`config.mk`:
```
export PLATFORM = sky130hd
export DESIGN_NAME = data_store_buffer_flat
export DESIGN_NICKNAME = d
export VERILOG_FILES = /design/src/rtl/data_store_buffer_if.sv /design/src/rtl/data_store_buffer.sv /design/src/flat_wrapper.sv
export SDC_FILE = /design/constraint.sdc
export NUM_CORES = 1
export LEC_CHECK = 0
export ABC_AREA = 1
export BUFFER_PORTS_ARGS = -buffer_cell sky130_fd_sc_hd__buf_2
export CAP_MARGIN = 20
export CORE_MARGIN = 10
export CORE_UTILIZATION = 63
export DETAILED_ROUTE_END_ITERATION = 6
export HOLD_SLACK_MARGIN = 0.05
export PLACE_DENSITY = 0.84
export SLEW_MARGIN = 10
export SYNTH_ARGS = -nofsm -noshare
export SYNTH_HDL_FRONTEND = slang
export SYNTH_SLANG_ARGS = --single-unit
export TNS_END_PERCENT = 20
```
`constraint.sdc`:
```
create_clock -name aclk -period 7.3 [get_ports aclk]
set_input_delay 0.73 -clock aclk [delete_from_list [all_inputs] [get_ports aclk]]
set_output_delay 0.73 -clock aclk [all_outputs]
set_load 0.1 [all_outputs]
```
`src/rtl/data_store_buffer_if.sv`:
```
// Core-side and bridge-side SRAM-like ports of data_store_buffer.
// The buffer is the slave on dsb_cpu_if and the master on dsb_mem_if.
interface dsb_cpu_if;
  logic        cpu_req;
  logic        cpu_wr;
  logic [1:0]  cpu_size;
  logic [31:0] cpu_addr;
  logic [3:0]  cpu_wstrb;
  logic [31:0] cpu_wdata;
  logic        cpu_addr_ok;
  logic        cpu_data_ok;
  logic [31:0] cpu_rdata;

  modport master (
    output cpu_req, cpu_wr, cpu_size, cpu_addr, cpu_wstrb, cpu_wdata,
    input  cpu_addr_ok, cpu_data_ok, cpu_rdata
  );
  modport slave (
    input  cpu_req, cpu_wr, cpu_size, cpu_addr, cpu_wstrb, cpu_wdata,
    output cpu_addr_ok, cpu_data_ok, cpu_rdata
  );
endinterface

interface dsb_mem_if;
  logic        mem_req;
  logic        mem_wr;
  logic [1:0]  mem_size;
  logic [31:0] mem_addr;
  logic [3:0]  mem_wstrb;
  logic [31:0] mem_wdata;
  logic        mem_addr_ok;
  logic        mem_data_ok;
  logic [31:0] mem_rdata;

  modport master (
    output mem_req, mem_wr, mem_size, mem_addr, mem_wstrb, mem_wdata,
    input  mem_addr_ok, mem_data_ok, mem_rdata
  );
  modport slave (
    input  mem_req, mem_wr, mem_size, mem_addr, mem_wstrb, mem_wdata,
    output mem_addr_ok, mem_data_ok, mem_rdata
  );
endinterface

```
`src/rtl/data_store_buffer.sv`:
```
// Posted-write store buffer between the core data port and the AXI bridge.
// Optional store merging into the youngest entry: define STORE_BUF_MERGE_EN.
module data_store_buffer #(
  parameter int unsigned DEPTH = 4,
  parameter int unsigned PTR_W = 2
) (
  input  logic       aclk,
  input  logic       aresetn,
  dsb_cpu_if.slave   cpu,
  dsb_mem_if.master  mem
);

  typedef enum logic [2:0] {IDLE, RD_REQ, RD_WAIT, WR_REQ, WR_WAIT} state_t;
  state_t state;

  logic [31:0]      e_addr  [DEPTH];
  logic [1:0]       e_size  [DEPTH];
  logic [3:0]       e_wstrb [DEPTH];
  logic [31:0]      e_wdata [DEPTH];
  logic [DEPTH-1:0] e_valid;

  logic [PTR_W-1:0] head, tail;
  logic [PTR_W:0]   count;
  logic             ack_q;
  logic             rd_busy;
  logic [31:0]      rd_addr;
  logic [1:0]       rd_size;

  logic addr_hit, merge_hit, full;
  logic store_ok, load_ok, push, merge, pop, rd_done;

  always_comb begin
    addr_hit = 1'b0;
    for (int unsigned i = 0; i < DEPTH; i++) begin
      if (e_valid[i] && (e_addr[i][31:2] == cpu.cpu_addr[31:2])) addr_hit = 1'b1;
    end
  end

`ifdef STORE_BUF_MERGE_EN
  logic [PTR_W-1:0] young;
  logic             head_busy;
  assign young = tail - PTR_W'(1);
  // IDLE with stores queued and no load waiting latches the head into mem_* on
  // this edge, so the head is already committed and must not change.
  assign head_busy = (state == WR_REQ) || (state == WR_WAIT) ||
                     ((state == IDLE) && !rd_busy && (count != '0));
  assign merge_hit = e_valid[young] &&
                     (e_addr[young][31:2] == cpu.cpu_addr[31:2]) &&
                     !((young == head) && head_busy);
`else
  assign merge_hit = 1'b0;
`endif

  assign full     = (count == (PTR_W+1)'(DEPTH));
  assign store_ok = cpu.cpu_req && cpu.cpu_wr && !rd_busy && (!full || merge_hit);
  assign load_ok  = cpu.cpu_req && !cpu.cpu_wr && !rd_busy && !addr_hit;
  assign push     = aresetn && store_ok && !merge_hit;
  assign merge    = aresetn && store_ok && merge_hit;
  assign pop      = (state == WR_WAIT) && mem.mem_data_ok;
  assign rd_done  = (state == RD_WAIT) && mem.mem_data_ok;

  assign cpu.cpu_addr_ok = aresetn && (store_ok || load_ok);
  assign cpu.cpu_data_ok = ack_q || rd_done;
  assign cpu.cpu_rdata   = rd_done ? mem.mem_rdata : '0;

  always_ff @(posedge aclk or negedge aresetn) begin
    if (!aresetn) begin
      head    <= '0;
      tail    <= '0;
      count   <= '0;
      e_valid <= '0;
      ack_q   <= 1'b0;
      rd_busy <= 1'b0;
      rd_addr <= '0;
      rd_size <= '0;
    end else begin
      ack_q <= push || merge;
      if (push) begin
        e_valid[tail] <= 1'b1;
        tail          <= tail + PTR_W'(1);
      end
      if (pop) begin
        e_valid[head] <= 1'b0;
        head          <= head + PTR_W'(1);
      end
      case ({push, pop})
        2'b10:   count <= count + (PTR_W+1)'(1);
        2'b01:   count <= count - (PTR_W+1)'(1);
        default: count <= count;
      endcase
      if (load_ok) begin
        rd_busy <= 1'b1;
        rd_addr <= cpu.cpu_addr;
        rd_size <= cpu.cpu_size;
      end else if (rd_done) begin
        rd_busy <= 1'b0;
      end
    end
  end

  always_ff @(posedge aclk) begin
    if (push) begin
      e_addr[tail]  <= cpu.cpu_addr;
      e_size[tail]  <= cpu.cpu_size;
      e_wstrb[tail] <= cpu.cpu_wstrb;
      e_wdata[tail] <= cpu.cpu_wdata;
    end
`ifdef STORE_BUF_MERGE_EN
    if (merge) begin
      e_addr[young]  <= {e_addr[young][31:2], 2'b00};
      e_size[young]  <= 2'd2;
      e_wstrb[young] <= e_wstrb[young] | cpu.cpu_wstrb;
      for (int unsigned b = 0; b < 4; b++) begin
        if (cpu.cpu_wstrb[b]) e_wdata[young][8*b +: 8] <= cpu.cpu_wdata[8*b +: 8];
      end
    end
`endif
  end

  always_ff @(posedge aclk or negedge aresetn) begin
    if (!aresetn) begin
      state         <= IDLE;
      mem.mem_req   <= 1'b0;
      mem.mem_wr    <= 1'b0;
      mem.mem_size  <= '0;
      mem.mem_addr  <= '0;
      mem.mem_wstrb <= '0;
      mem.mem_wdata <= '0;
    end else begin
      case (state)
        IDLE: begin
          if (rd_busy) begin
            state         <= RD_REQ;
            mem.mem_req   <= 1'b1;
            mem.mem_wr    <= 1'b0;
            mem.mem_size  <= rd_size;
            mem.mem_addr  <= rd_addr;
            mem.mem_wstrb <= '0;
            mem.mem_wdata <= '0;
          end else if (count != '0) begin
            state         <= WR_REQ;
            mem.mem_req   <= 1'b1;
            mem.mem_wr    <= 1'b1;
            mem.mem_size  <= e_size[head];
            mem.mem_addr  <= e_addr[head];
            mem.mem_wstrb <= e_wstrb[head];
            mem.mem_wdata <= e_wdata[head];
          end
        end
        RD_REQ, WR_REQ: begin
          if (mem.mem_addr_ok) begin
            state         <= (state == RD_REQ) ? RD_WAIT : WR_WAIT;
            mem.mem_req   <= 1'b0;
            mem.mem_wr    <= 1'b0;
            mem.mem_size  <= '0;
            mem.mem_addr  <= '0;
            mem.mem_wstrb <= '0;
            mem.mem_wdata <= '0;
          end
        end
        RD_WAIT, WR_WAIT: begin
          if (mem.mem_data_ok) state <= IDLE;
        end
        default: state <= IDLE;
      endcase
    end
  end

endmodule

```
`src/flat_wrapper.sv`:
```
// flat-port wrapper written by rule: the top's interface ports become plain ports
module data_store_buffer_flat 
#(
  parameter int unsigned DEPTH = 4,
  parameter int unsigned PTR_W = 2
)
  (aclk, aresetn, cpu_cpu_req, cpu_cpu_wr, cpu_cpu_size, cpu_cpu_addr, cpu_cpu_wstrb, cpu_cpu_wdata, cpu_cpu_addr_ok, cpu_cpu_data_ok, cpu_cpu_rdata, mem_mem_req, mem_mem_wr, mem_mem_size, mem_mem_addr, mem_mem_wstrb, mem_mem_wdata, mem_mem_addr_ok, mem_mem_data_ok, mem_mem_rdata);
  dsb_cpu_if cpu_i ();
  dsb_mem_if mem_i ();
  input  logic aclk;
  input  logic aresetn;
  input wire logic [$bits(cpu_i.cpu_req)-1:0] cpu_cpu_req;
  input wire logic [$bits(cpu_i.cpu_wr)-1:0] cpu_cpu_wr;
  input wire logic [$bits(cpu_i.cpu_size)-1:0] cpu_cpu_size;
  input wire logic [$bits(cpu_i.cpu_addr)-1:0] cpu_cpu_addr;
  input wire logic [$bits(cpu_i.cpu_wstrb)-1:0] cpu_cpu_wstrb;
  input wire logic [$bits(cpu_i.cpu_wdata)-1:0] cpu_cpu_wdata;
  output wire logic [$bits(cpu_i.cpu_addr_ok)-1:0] cpu_cpu_addr_ok;
  output wire logic [$bits(cpu_i.cpu_data_ok)-1:0] cpu_cpu_data_ok;
  output wire logic [$bits(cpu_i.cpu_rdata)-1:0] cpu_cpu_rdata;
  output wire logic [$bits(mem_i.mem_req)-1:0] mem_mem_req;
  output wire logic [$bits(mem_i.mem_wr)-1:0] mem_mem_wr;
  output wire logic [$bits(mem_i.mem_size)-1:0] mem_mem_size;
  output wire logic [$bits(mem_i.mem_addr)-1:0] mem_mem_addr;
  output wire logic [$bits(mem_i.mem_wstrb)-1:0] mem_mem_wstrb;
  output wire logic [$bits(mem_i.mem_wdata)-1:0] mem_mem_wdata;
  input wire logic [$bits(mem_i.mem_addr_ok)-1:0] mem_mem_addr_ok;
  input wire logic [$bits(mem_i.mem_data_ok)-1:0] mem_mem_data_ok;
  input wire logic [$bits(mem_i.mem_rdata)-1:0] mem_mem_rdata;
  assign cpu_i.cpu_req = cpu_cpu_req;
  assign cpu_i.cpu_wr = cpu_cpu_wr;
  assign cpu_i.cpu_size = cpu_cpu_size;
  assign cpu_i.cpu_addr = cpu_cpu_addr;
  assign cpu_i.cpu_wstrb = cpu_cpu_wstrb;
  assign cpu_i.cpu_wdata = cpu_cpu_wdata;
  assign cpu_cpu_addr_ok = cpu_i.cpu_addr_ok;
  assign cpu_cpu_data_ok = cpu_i.cpu_data_ok;
  assign cpu_cpu_rdata = cpu_i.cpu_rdata;
  assign mem_mem_req = mem_i.mem_req;
  assign mem_mem_wr = mem_i.mem_wr;
  assign mem_mem_size = mem_i.mem_size;
  assign mem_mem_addr = mem_i.mem_addr;
  assign mem_mem_wstrb = mem_i.mem_wstrb;
  assign mem_mem_wdata = mem_i.mem_wdata;
  assign mem_i.mem_addr_ok = mem_mem_addr_ok;
  assign mem_i.mem_data_ok = mem_mem_data_ok;
  assign mem_i.mem_rdata = mem_mem_rdata;
  data_store_buffer #(.DEPTH(DEPTH), .PTR_W(PTR_W)) u_core (.aclk(aclk), .aresetn(aresetn), .cpu(cpu_i), .mem(mem_i));
endmodule
```
==> impl_table.tex <==
\begin{tabular}{lr}
\hline
Metric & Value \\
\hline
\multicolumn{2}{l}{\textbf{Setup path}} \\
\quad Critical-path maximum fanout & 36 \\
\quad Depth of the most critical reg-to-reg path & 8 \\
\quad Setup crit start & u\_core.e\_addr[1][13] \\
\quad WP data arrival & 2.77 ns \\
\quad Setup crit start kind & flip-flop \\
\quad Terminus of the critical flop-to-flop path & u\_core.mem.mem\_addr[22] \\
\quad Register-to-register setup slack & 4.21 ns \\
\quad Critical path destination & cpu\_cpu\_addr\_ok \\
\quad Endpoint kind of the worst setup timing path & output port \\
\quad Worst reg2reg startpoint & u\_core.rd\_busy \\
\quad Crit path kind & reg -> out \\
\quad Required @ worst endpoint & 6.57 ns \\
\multicolumn{2}{l}{\textbf{Die}} \\
\quad Placeable core region & 27900 um2 \\
\quad Row cnt & 61 \\
\quad Overall die height & 189 um \\
\quad Overall die width & 189 um \\
\quad Effective utilization at floorplan & 64.3\% \\
\quad Die Footprint & 35600 um2 \\
\quad Top-level I/O count & 214 \\
\multicolumn{2}{l}{\textbf{Power}} \\
\quad PD cells & 428 nW/um2 \\
\quad Leakage power of the design & 8.84 nW \\
\quad Design Power & 8.82 mW \\
\quad Worst IR Drop VDD & 0.000362 V \\
\multicolumn{2}{l}{\textbf{Logic synthesis}} \\
\quad Top cells by instance count after synthesis & sky130\_fd\_sc\_hd\_\_nand2\_1, sky130\_fd\_sc\_hd\_\_edfxtp\_1, sky130\_fd\_sc\_hd\_\_nor2\_1, sky130\_fd\_sc\_hd\_\_o21ai\_0, sky130\_fd\_sc\_hd\_\_inv\_1 \\
\quad Commonest register cell after synthesis & sky130\_fd\_sc\_hd\_\_edfxtp\_1 \\
\quad Share of the yosys chip area belonging to registers & 63.8\% \\
\quad Average size of a mapped cell & 10.4 um2 \\
\quad Top-count cell post-synth & sky130\_fd\_sc\_hd\_\_nand2\_1 \\
\quad Synth area leaders & sky130\_fd\_sc\_hd\_\_edfxtp\_1, sky130\_fd\_sc\_hd\_\_dfrtp\_1, sky130\_fd\_sc\_hd\_\_nand2\_1, sky130\_fd\_sc\_hd\_\_o21ai\_0, sky130\_fd\_sc\_hd\_\_nor2\_1 \\
\quad Synthesized area & 18000 um2 \\
\quad Total of flip-flops plus latches after synthesis & 402 \\
\quad Yosys Warn Count & 0 \\
\quad Area share of the largest cell type after synthesis & 46.8\% \\
\quad Leading area contributor after synthesis & sky130\_fd\_sc\_hd\_\_edfxtp\_1 \\
\quad Yosys cell types & 44 \\
\quad Number of enable flip-flop cells after synthesis & 280 \\
\quad Async set or reset register ratio after synthesis & 30.3\% \\
\quad Post-Synthesis Net Count & 1852 \\
\quad Cell count after synthesis & 1734 \\
\multicolumn{2}{l}{\textbf{Finish}} \\
\quad Final-stage net count & 2033 \\
\quad Synth-to-layout area growth & 14.8\% \\
\quad Fillers & 1919 \\
\quad Share of final-layout standard cells stronger than drive strength 1 & 19.0\% \\
\quad Share of the core filled with cells & 73.8\% \\
\multicolumn{2}{l}{\textbf{Timing}} \\
\quad Min Clock Period, post-route & 3.50 ns \\
\quad Final cycle utilization of the critical path & 47.9\% \\
\quad Unrepaired setup endpoints after global routing & no \\
\quad Number of endpoints failing setup at the final stage & 0 \\
\quad Worst-case clock skew & 0.0181 ns \\
\quad Worst max-slew margin expressed relative to the limit & 29.8\% \\
\quad Worst-Margin Slew & 1.05 ns \\
\quad Max-slew violation total from the final report & 0 \\
\quad F\_max & 0.286 GHz \\
\quad Count of endpoints failing hold in the final timing report & 0 \\
\quad Accumulated negative setup slack & 0 ns \\
\multicolumn{2}{l}{\textbf{Route}} \\
\quad Post-DR vias/cell & 5.97 \\
\quad DRC violations left & 0 \\
\quad Wire length per cell after detailed routing & 21.9 um \\
\quad Pre-Repair DR Iteration Count & 6 \\
\quad Via count & 13900 \\
\quad Wire length after detailed routing & 50.9 mm \\
\quad Violation count after the first detailed-routing iteration & 1710 \\
\quad Routed Antenna Nets & 0 \\
\multicolumn{2}{l}{\textbf{CTS}} \\
\quad Clock latency of the later-clocked register in the worst-skew pair & 0.54 ns \\
\quad \# Post-CTS Setup Buffers & 0 \\
\quad \# H-tree levels & 2 \\
\quad Clock-pin slew on the worst setup and hold paths & 0.06 ns \\
\quad Number of CTS-inserted buffers & 41 \\
\quad TritonCTS clock tree & done \\
\quad Root Buffer Master & sky130\_fd\_sc\_hd\_\_clkbuf\_16 \\
\quad Number of buffers added to fix hold violations after cts & 0 \\
\quad Number of cells upsized or downsized after cts & 0 \\
\quad Sink count of the clock tree & 402 \\
\quad CTS max path bufs & 3 \\
\multicolumn{2}{l}{\textbf{Global routing}} \\
\quad Pin count of the biggest net entering global routing & 82 \\
\quad Wire length of the first global-routing pass & 78.3 mm \\
\quad Antenna violations before repair & 7 \\
\quad Aggregate global-route resource usage & 27.9\% \\
\quad Number of global-route vias before repair & 13900 \\
\quad Leftover overflow at the end of global routing & 0 \\
\multicolumn{2}{l}{\textbf{Status}} \\
\quad Run status & completed \\
\multicolumn{2}{l}{\textbf{Placement}} \\
\quad Half-perimeter wire length of the detailed placement result & 32.0 mm \\
\quad GP Congestion & 0.949 \\
\quad I/O Buffers & 213 \\
\multicolumn{2}{l}{\textbf{Hold path}} \\
\quad Worst hold-check path type & in -> async \\
\multicolumn{2}{l}{\textbf{Run}} \\
\quad Max-cap viol count & 0 \\
\hline
\end{tabular}
-- report_power, final --
part           switching [mW]  internal [mW]  total, mW
Clock                   0.874           1.28       2.16
Sequential              0.241           2.80       3.04
Combinational            2.88          0.743       3.62
-- area by class of cell --
type	instances	area, um2	share of cell area (%)
tap	378	473	2.30
inverter	160	607	2.95
clock buffer	51	1130	5.47
timing repair buffer	228	1180	5.75
multi-input combinational	1082	5470	26.5
clock inverter	25	277	1.34
antenna	2	5.00	0.0243
sequential	402	11500	55.7
-- worst min path at each step --
stage / start / end / slack [ns] / cells past startpoint
after floorplan: aresetn / u_core.ack_q / 0.43 / 0
after detailed placement: u_core.rd_addr[5] / u_core.rd_addr[5] / 0.45 / 2
after global routing: aresetn / u_core.mem.mem_addr[11] / 0.19 / 1
final: aresetn / u_core.mem.mem_addr[11] / 0.15 / 1
after CTS: aresetn / u_core.mem.mem_addr[11] / 0.16 / 1
after global placement: u_core.rd_addr[27] / u_core.rd_addr[27] / 0.45 / 2
-- critical path: stages (launching register included) --
cell and delay, ns:
sky130_fd_sc_hd__edfxtp_1 0.44, sky130_fd_sc_hd__or2_2 0.35, sky130_fd_sc_hd__o211ai_1 0.09, sky130_fd_sc_hd__nor2_1 0.06
sky130_fd_sc_hd__nand2_1 0.06, sky130_fd_sc_hd__nor2_1 0.06, sky130_fd_sc_hd__nand2_4 0.45, sky130_fd_sc_hd__nand4_1 0.17
sky130_fd_sc_hd__nand2_1 0.10, sky130_fd_sc_hd__buf_2 0.44
-- kinds of logic (layout without fill, tap and decap cells) --
group	count (synthesis)	after routing	synth area share, %
other	0	2	0
XOR/XNOR	24	24	1.17
buffers and inverters	250	464	5.89
AO/OA/AOI/OAI	393	393	13.5
adder cells (fa/ha/maj)	10	10	0.739
flip-flops	402	402	63.8
AND/OR/NAND/NOR	655	655	14.9
-- cells in the final DEF (no fill, tap or decap), types with 7 or more instances in the layout --
master | Yosys | routed
sky130_fd_sc_hd__o211ai_1 | 17 | 17
sky130_fd_sc_hd__nand4_1 | 40 | 40
sky130_fd_sc_hd__clkinv_2 | 0 | 11
sky130_fd_sc_hd__edfxtp_1 | 280 | 280
sky130_fd_sc_hd__xnor2_1 | 16 | 16
sky130_fd_sc_hd__o21ai_2 | 28 | 28
sky130_fd_sc_hd__inv_2 | 20 | 20
sky130_fd_sc_hd__o21ai_0 | 201 | 201
sky130_fd_sc_hd__buf_2 | 31 | 212
sky130_fd_sc_hd__clkbuf_16 | 0 | 43
sky130_fd_sc_hd__buf_4 | 0 | 15
sky130_fd_sc_hd__nand3_1 | 9 | 9
sky130_fd_sc_hd__nand2_1 | 373 | 373
sky130_fd_sc_hd__inv_1 | 139 | 137
sky130_fd_sc_hd__xor2_1 | 8 | 8
sky130_fd_sc_hd__o22ai_1 | 36 | 36
sky130_fd_sc_hd__nor2_1 | 208 | 204
sky130_fd_sc_hd__nor2_4 | 3 | 7
sky130_fd_sc_hd__a32o_1 | 36 | 36
sky130_fd_sc_hd__a21oi_1 | 39 | 39
sky130_fd_sc_hd__dfrtp_1 | 122 | 120
sky130_fd_sc_hd__o21ai_1 | 17 | 17
sky130_fd_sc_hd__ha_1 | 9 | 9
-- metrics by stage --
step                      instances  cell area, um2  setup WS, ns  hold slack, ns
final                          2328           20600          3.80           0.145
after global routing           2327           20600          3.68           0.185
after CTS                      2326           20600          3.85           0.162
after detailed placement       2250           19200          3.45           0.453
after global placement         2250           19200          3.52           0.448
after floorplan                1734           18000          2.62           0.434
-- routing by layer --
layer	vias up	wire, um	GRT usage (%)
met2	787	25200	47.0
li1	6327	-	-
met3	139	4800	4.95
met5	-	63	0
met1	6629	19000	35.2
met4	10	1780	11.0
-- sequential cells by signal, summed over array words and instances, names as in the netlist --
name                  cells
u_core.rd_addr           32
u_core.mem.mem_wr         1
u_core.e_size             8
u_core.ack_q              1
u_core.e_valid            4
u_core.tail               2
u_core.rd_size            2
u_core.e_addr           128
u_core.mem.mem_addr      32
u_core.e_wdata          128
u_core.count              3
u_core.state              3
u_core.mem.mem_req        1
u_core.head               2
u_core.e_wstrb           16
u_core.rd_busy            1
u_core.mem.mem_wdata     32
u_core.mem.mem_wstrb      4
u_core.mem.mem_size       2
No activity file was read; power rests on OpenSTA's default activity.
